`config.mk`:
```
export PLATFORM = sky130hd
export DESIGN_NAME = pipeline_sequencer
export DESIGN_NICKNAME = d
export VERILOG_FILES = /design/src/rtl/pipeline_sequencer_pkg.sv /design/src/rtl/pipeline_sequencer_redirect_arbiter.sv /design/src/rtl/pipeline_sequencer.sv
export SDC_FILE = /design/constraint.sdc
export NUM_CORES = 1
export LEC_CHECK = 0
export ABC_AREA = 1
export BUFFER_PORTS_ARGS = -buffer_cell sky130_fd_sc_hd__buf_4
export CAP_MARGIN = 20
export CORE_ASPECT_RATIO = 0.8
export CORE_UTILIZATION = 50
export CTS_BUF_LIST = sky130_fd_sc_hd__clkbuf_4 sky130_fd_sc_hd__clkbuf_8
export CTS_CLUSTER_DIAMETER = 30
export CTS_CLUSTER_SIZE = 16
export DETAILED_ROUTE_END_ITERATION = 6
export PLACE_DENSITY_LB_ADDON = 0.15
export REMOVE_ABC_BUFFERS = 1
export SLEW_MARGIN = 20
export SYNTH_ARGS = -nofsm -noshare
export SYNTH_HDL_FRONTEND = slang
export SYNTH_SLANG_ARGS = --single-unit
```
`constraint.sdc`:
```
create_clock -name clock -period 2.1 [get_ports clock]
set_input_delay 0 -clock clock [delete_from_list [all_inputs] [get_ports clock]]
set_output_delay 0 -clock clock [all_outputs]
set_load 0.05 [all_outputs]
```
`src/rtl/pipeline_sequencer_pkg.sv`:
```
// Shared types and constants for the fetch PC / flush sequencer.
// Imported by the sequencer top and its redirect arbiter.
package pipeline_sequencer_pkg;

    localparam int          XLEN_DEFAULT         = 32;
    localparam int          PC_INCR              = 4;
    localparam logic [31:0] RESET_VECTOR_DEFAULT = 32'h0000_0000;
    localparam logic [31:0] TRAP_VECTOR_DEFAULT  = 32'h0000_0004;

    typedef enum logic [1:0] {
        ST_RUN    = 2'd0,
        ST_FLUSH  = 2'd1,
        ST_HALTED = 2'd2
    } seq_state_t;

    function automatic logic pc_aligned(input logic [1:0] lsb);
        return lsb == 2'b00;
    endfunction

endpackage

```
`src/rtl/pipeline_sequencer_redirect_arbiter.sv`:
```
// Fixed-priority redirect arbiter: lowest-index request wins,
// losers are dropped; target is muxed by the one-hot grant.
module pipeline_sequencer_redirect_arbiter
    import pipeline_sequencer_pkg::*;
#(
    parameter int NUM_REDIRECTS = 2,
    parameter int XLEN          = XLEN_DEFAULT
) (
    input  logic [NUM_REDIRECTS-1:0]           i_valid,
    input  logic [NUM_REDIRECTS-1:0][XLEN-1:0] i_target,
    output logic                               o_any,
    output logic [XLEN-1:0]                    o_target
);

    logic [NUM_REDIRECTS-1:0] w_grant;

    // Isolate the lowest set request bit as a one-hot grant
    always_comb begin
        w_grant = i_valid & (~i_valid + NUM_REDIRECTS'(1));
        o_any   = |i_valid;
    end

    // AND-OR target mux driven by the one-hot grant
    always_comb begin
        o_target = '0;
        for (int i = 0; i < NUM_REDIRECTS; i++) begin
            if (w_grant[i]) begin
                o_target = o_target | i_target[i];
            end
        end
    end

endmodule

```
`src/rtl/pipeline_sequencer.sv`:
```
// Fetch PC holder and pipeline flush / epoch / halt sequencer.
// Redirects win over halt and increment; misaligned targets trap.
module pipeline_sequencer
    import pipeline_sequencer_pkg::*;
#(
    parameter int              XLEN          = XLEN_DEFAULT,
    parameter logic [XLEN-1:0] RESET_VECTOR  = RESET_VECTOR_DEFAULT,
    parameter logic [XLEN-1:0] TRAP_VECTOR   = TRAP_VECTOR_DEFAULT,
    parameter int              NUM_REDIRECTS = 2,
    parameter int              NUM_STAGES    = 3,
    parameter int              FLUSH_CYCLES  = 1,
    parameter int              EPOCH_WIDTH   = 2
) (
    input  logic                               clock,
    input  logic                               nreset,
    input  logic                               i_increment,
    input  logic [NUM_REDIRECTS-1:0]           i_redirect_valid,
    input  logic [NUM_REDIRECTS-1:0][XLEN-1:0] i_redirect_pc,
    input  logic                               i_halt_req,
    input  logic                               i_resume,
    output logic [XLEN-1:0]                    o_pc,
    output logic                               o_fetch_enable,
    output logic [NUM_STAGES-1:0]              o_flush,
    output logic [EPOCH_WIDTH-1:0]             o_epoch,
    output logic                               o_trap,
    output logic [XLEN-1:0]                    o_trap_pc,
    output logic                               o_halted
);

    // Counter holds the FLUSH-state cycles still to go after this one
    localparam int CW = (FLUSH_CYCLES > 2) ? $clog2(FLUSH_CYCLES - 1) : 1;
    localparam logic [CW-1:0] CNT_LOAD =
        (FLUSH_CYCLES > 1) ? CW'(FLUSH_CYCLES - 2) : '0;

    seq_state_t             r_state;
    logic [CW-1:0]          r_count;
    logic [XLEN-1:0]        r_pc;
    logic [EPOCH_WIDTH-1:0] r_epoch;
    logic                   r_trap;
    logic [XLEN-1:0]        r_trap_pc;

    logic                   w_redirect_any;
    logic [XLEN-1:0]        w_target;

    pipeline_sequencer_redirect_arbiter #(
        .NUM_REDIRECTS (NUM_REDIRECTS),
        .XLEN          (XLEN)
    ) u_arbiter (
        .i_valid  (i_redirect_valid),
        .i_target (i_redirect_pc),
        .o_any    (w_redirect_any),
        .o_target (w_target)
    );

    // Sequencer FSM: PC, epoch, trap capture and flush/halt state
    always_ff @(posedge clock or negedge nreset) begin
        if (!nreset) begin
            r_state   <= ST_RUN;
            r_count   <= '0;
            r_pc      <= RESET_VECTOR;
            r_epoch   <= '0;
            r_trap    <= 1'b0;
            r_trap_pc <= '0;
        end else begin
            r_trap <= 1'b0;
            if (w_redirect_any) begin
                r_epoch <= r_epoch + EPOCH_WIDTH'(1);
                if (pc_aligned(w_target[1:0])) begin
                    r_pc <= w_target;
                end else begin
                    r_pc      <= TRAP_VECTOR;
                    r_trap_pc <= w_target;
                    r_trap    <= 1'b1;
                end
                if (r_state != ST_HALTED && FLUSH_CYCLES > 1) begin
                    r_state <= ST_FLUSH;
                    r_count <= CNT_LOAD;
                end
            end else begin
                unique case (r_state)
                    ST_RUN: begin
                        if (i_halt_req) begin
                            r_state <= ST_HALTED;
                        end else if (i_increment) begin
                            r_pc <= r_pc + XLEN'(PC_INCR);
                        end
                    end
                    ST_FLUSH: begin
                        if (r_count == '0) begin
                            r_state <= i_halt_req ? ST_HALTED : ST_RUN;
                        end else begin
                            r_count <= r_count - CW'(1);
                        end
                    end
                    ST_HALTED: begin
                        if (i_resume && !i_halt_req) begin
                            r_state <= ST_RUN;
                        end
                    end
                    default: begin
                        r_state <= ST_RUN;
                    end
                endcase
            end
        end
    end

    // Flush fans out combinationally so the redirect cycle is covered
    always_comb begin
        o_flush = {NUM_STAGES{w_redirect_any | (r_state == ST_FLUSH)}};
        o_fetch_enable = (r_state == ST_RUN) & ~w_redirect_any & ~i_halt_req;
        o_pc      = r_pc;
        o_epoch   = r_epoch;
        o_trap    = r_trap;
        o_trap_pc = r_trap_pc;
        o_halted  = (r_state == ST_HALTED);
    end

endmodule

```
==> reports/qor.yml <==
sta:
  fin_crit_ns: 1.86
  worst_slew_pin_slew_ns: 0.890
  finalSetupViolCount: 0
  hold_viol: 0
  slew_violations: 0
  maxSlewHeadroom_pct: 40.7
  post-route-period-util_pct: 88.6
  max_freq_mhz: 537
  whs_ns: 0.00950
  clock_skew_ns: 0.00808
  rsz0062_at_grt: "no"
finish:
  finalInstanceArea_um2: 5990
  diodes: 0
  fillers: 621
  drive_above_1_share_pct: 23.2
  syn_to_final_growth_pct: 45.9
  nets: 843
clock_network:
  ctsHtreeMaxLevel: 3
  cts_tree: "done"
  root_buffer: "clkbuf_8"
  cts_buffers: 9
  clk_latency_ns: 0.35
  path_clk_slew_ns: 0.08
  cts_buffer_depth: 2
  cts_sinks: 68
grt:
  grt_pass1_vias: 4363
  grtUsageTotal_pct: 30.6
  met3_usage_pct: 5.64
  gr-total-overflow: 0
  grt_antenna_before_repair: 0
  top_usage_layer: "met2"
  met1_usage_pct: 40.3
  grt_start_max_net_pins: 69
  grt_pass1_wl_mm: 20.4
  grtUsageMet2_pct: 50.5
routing:
  dr.first_iter.drc_count: 212
  wl_mm: 12.6
  drc_errors: 0
  viasPerCell: 5.24
  wl_per_cell_um: 14.3
  ant_nets: 0
  vias: 4630
  drt_pass1_iterations: 5
floorplan:
  die_area_um2: 8580
  die_width_um: 103
  io_pins: 143
  row_count: 29
  coreArea_um2: 7950
  initial_utilization_pct: 51.7
  die_h_um: 83.1
min_path:
  hold_path.class: "in -> reg"
critical_path:
  cpMostUsedCell: "inv_2"
  crit_slowest_cell: "dlygate4sd3_1"
  cp_max_fo: 60
  cp.arrival_ns: 2.10
  cp-start-kind: "input port"
  cp_top_family: "buffers and inverters"
  cp_cell_sequence: "buf_4 > inv_2 > nand2_1 > o21ai_2 > nor2_4 > inv_2 > buf_12 > nor2_1 > a31oi_1 > dlygate4sd3_1"
  crit_required_ns: 2.34
  worst-setup-path-type: "in -> reg"
  worst-path-buf-inv: 5
  end_kind: "flop"
  cp_slowest_stage_delay_ns: 0.58
synthesis:
  syn_area_um2: 4110
  syn_inst: 587
  seq_area_frac_synth_pct: 41.4
  ys_seq_elements: 68
  syn_avg_cell_area_um2: 7.00
  synth_cell_type_count: 32
  ys_warn_count: 0
place:
  dp_hpwl_mm: 8.06
  gp_congestion: 0.906
  dpl_cell_area_um2: 5150
  port_buffers: 142
run_status:
  outcome: "finished, final reports clean"
power:
  p_per_area_nw_per_um2: 818
  ir_worst_vdd_mv: 0.537
  total_leakage_power_uw: 0.00291
flow_run:
  cap_violations: 0
[metrics by stage]
stage / utilization [%] / std cells / setup WS, ns / setup TNS [ns] / total power [µW]
after floorplan: - / 555 / -0.260 / -4.30 / 2740
after global placement: 64.8 / 809 / 0.421 / 0 / 3330
after detailed placement: 64.8 / 809 / 0.376 / 0 / 3350
after CTS: 75.4 / 884 / 0.272 / 0 / 4900
after global routing: 75.4 / 884 / 0.0717 / 0 / 5110
final: 75.4 / 884 / 0.239 / 0 / 4900
[flip-flops by register name, summed over array words and instances (netlist names)]
register,flops
o_epoch,2
o_pc,32
o_trap,1
o_trap_pc,32
r_state,1
[final cells by class]
class	instances	area (µm²)	share of cell area, %
clock buffers	12	159	2.65
clock inverters	4	95.1	1.59
inverters	42	160	2.67
multi-input cells	445	2040	34.1
flip-flops and latches	68	1700	28.4
well taps	108	135	2.26
repair buffers	205	1700	28.4
[cell families (layout without fill, tap and decap cells)]
| family | after synthesis | after routing | share of synthesized area [%] |
|---|---|---|---|
| and+or+nand+nor | 345 | 345 | 35.5 |
| xor gates and xnor gates | 5 | 5 | 1.07 |
| AOI/OAI and AO/OA | 94 | 94 | 12.9 |
| DFF | 68 | 68 | 41.4 |
| buffers and inverters | 74 | 263 | 8.86 |
| adders and majority gates | 1 | 1 | 0.305 |
[synthesized netlist by cell type]
master	count	area, µm²
a21oi_1	47	235
a22o_1	1	8.76
a31oi_1	29	181
and2_1	2	12.5
buf_2	10	50.1
buf_4	7	52.6
buf_6	6	67.6
clkbuf_1	9	33.8
dfrtp_1	68	1700
ha_1	1	12.5
inv_1	38	143
inv_2	3	11.3
inv_4	1	6.26
nand2_1	169	634
nand2_2	2	12.5
nand3_1	64	320
nand3b_1	1	7.51
nand4_1	3	18.8
nor2_1	90	338
nor2_2	6	37.5
nor2_4	3	33.8
nor2_8	1	20.0
nor3_1	2	10.0
o21ai_0	7	35.0
o21ai_1	5	25.0
o21ai_2	1	8.76
o21bai_1	2	15.0
o22ai_1	1	6.26
o22ai_2	1	12.5
or2_1	2	12.5
xnor2_1	3	26.3
xor2_1	2	17.5
[routing by layer]
metal	share of wire, %	wire (µm)	up-vias
met2	47	5970	177
met1	45	5610	2152
met5	0	0	-
met3	6.3	789	24
met4	1.9	239	0
li1	-	-	2277
[report_power, final]
group          switching, µW  leakage, µW  internal (µW)  total (µW)
clock                    522     0.000130            866        1390
sequential               185     0.000831           1500        1680
combinational           1180      0.00195            658        1830
total                   1880      0.00291           3020        4900
[repair_timing]
action,4_1_cts,5_1_grt
gates resized for setup,0,0
hold endpoints to repair,97,0
hold buffers,59,0
buffers inserted,0,0
[worst paths after layout]
path	startpoint	endpoint	slack [ns]	cells after the start
setup / recovery	i_redirect_valid[0]	o_trap_pc[7]	0.24	10
min in group asynchronous	nreset	o_trap_pc[13]	0.30	2
hold reg to reg	o_epoch[1]	o_epoch[1]	0.48	1
setup reg to reg	r_state[1]	o_pc[24]	0.32	6
max in group asynchronous	nreset	o_trap_pc[8]	1.21	2
hold / removal	i_redirect_pc[0]	o_trap_pc[0]	0.01	5
[worst min-delay path, delay by kind of cell]
family,cells,cell delay [ns]
buffers and inverters,2,0.13
and+or+nand+nor,2,0.11
AOI/OAI and AO/OA,1,0.09
[placed cells by master (no fill, tap or decap), drive strengths merged, types with 12 or more instances in the layout]
master / n
a31oi: 29
dlygate4sd3: 59
nand3: 64
nor2: 100
o21ai: 13
buf: 146
inv: 42
a21oi: 47
clkbuf: 12
nand2: 171
dfrtp: 68
No activity file was read; power rests on OpenSTA's default activity.
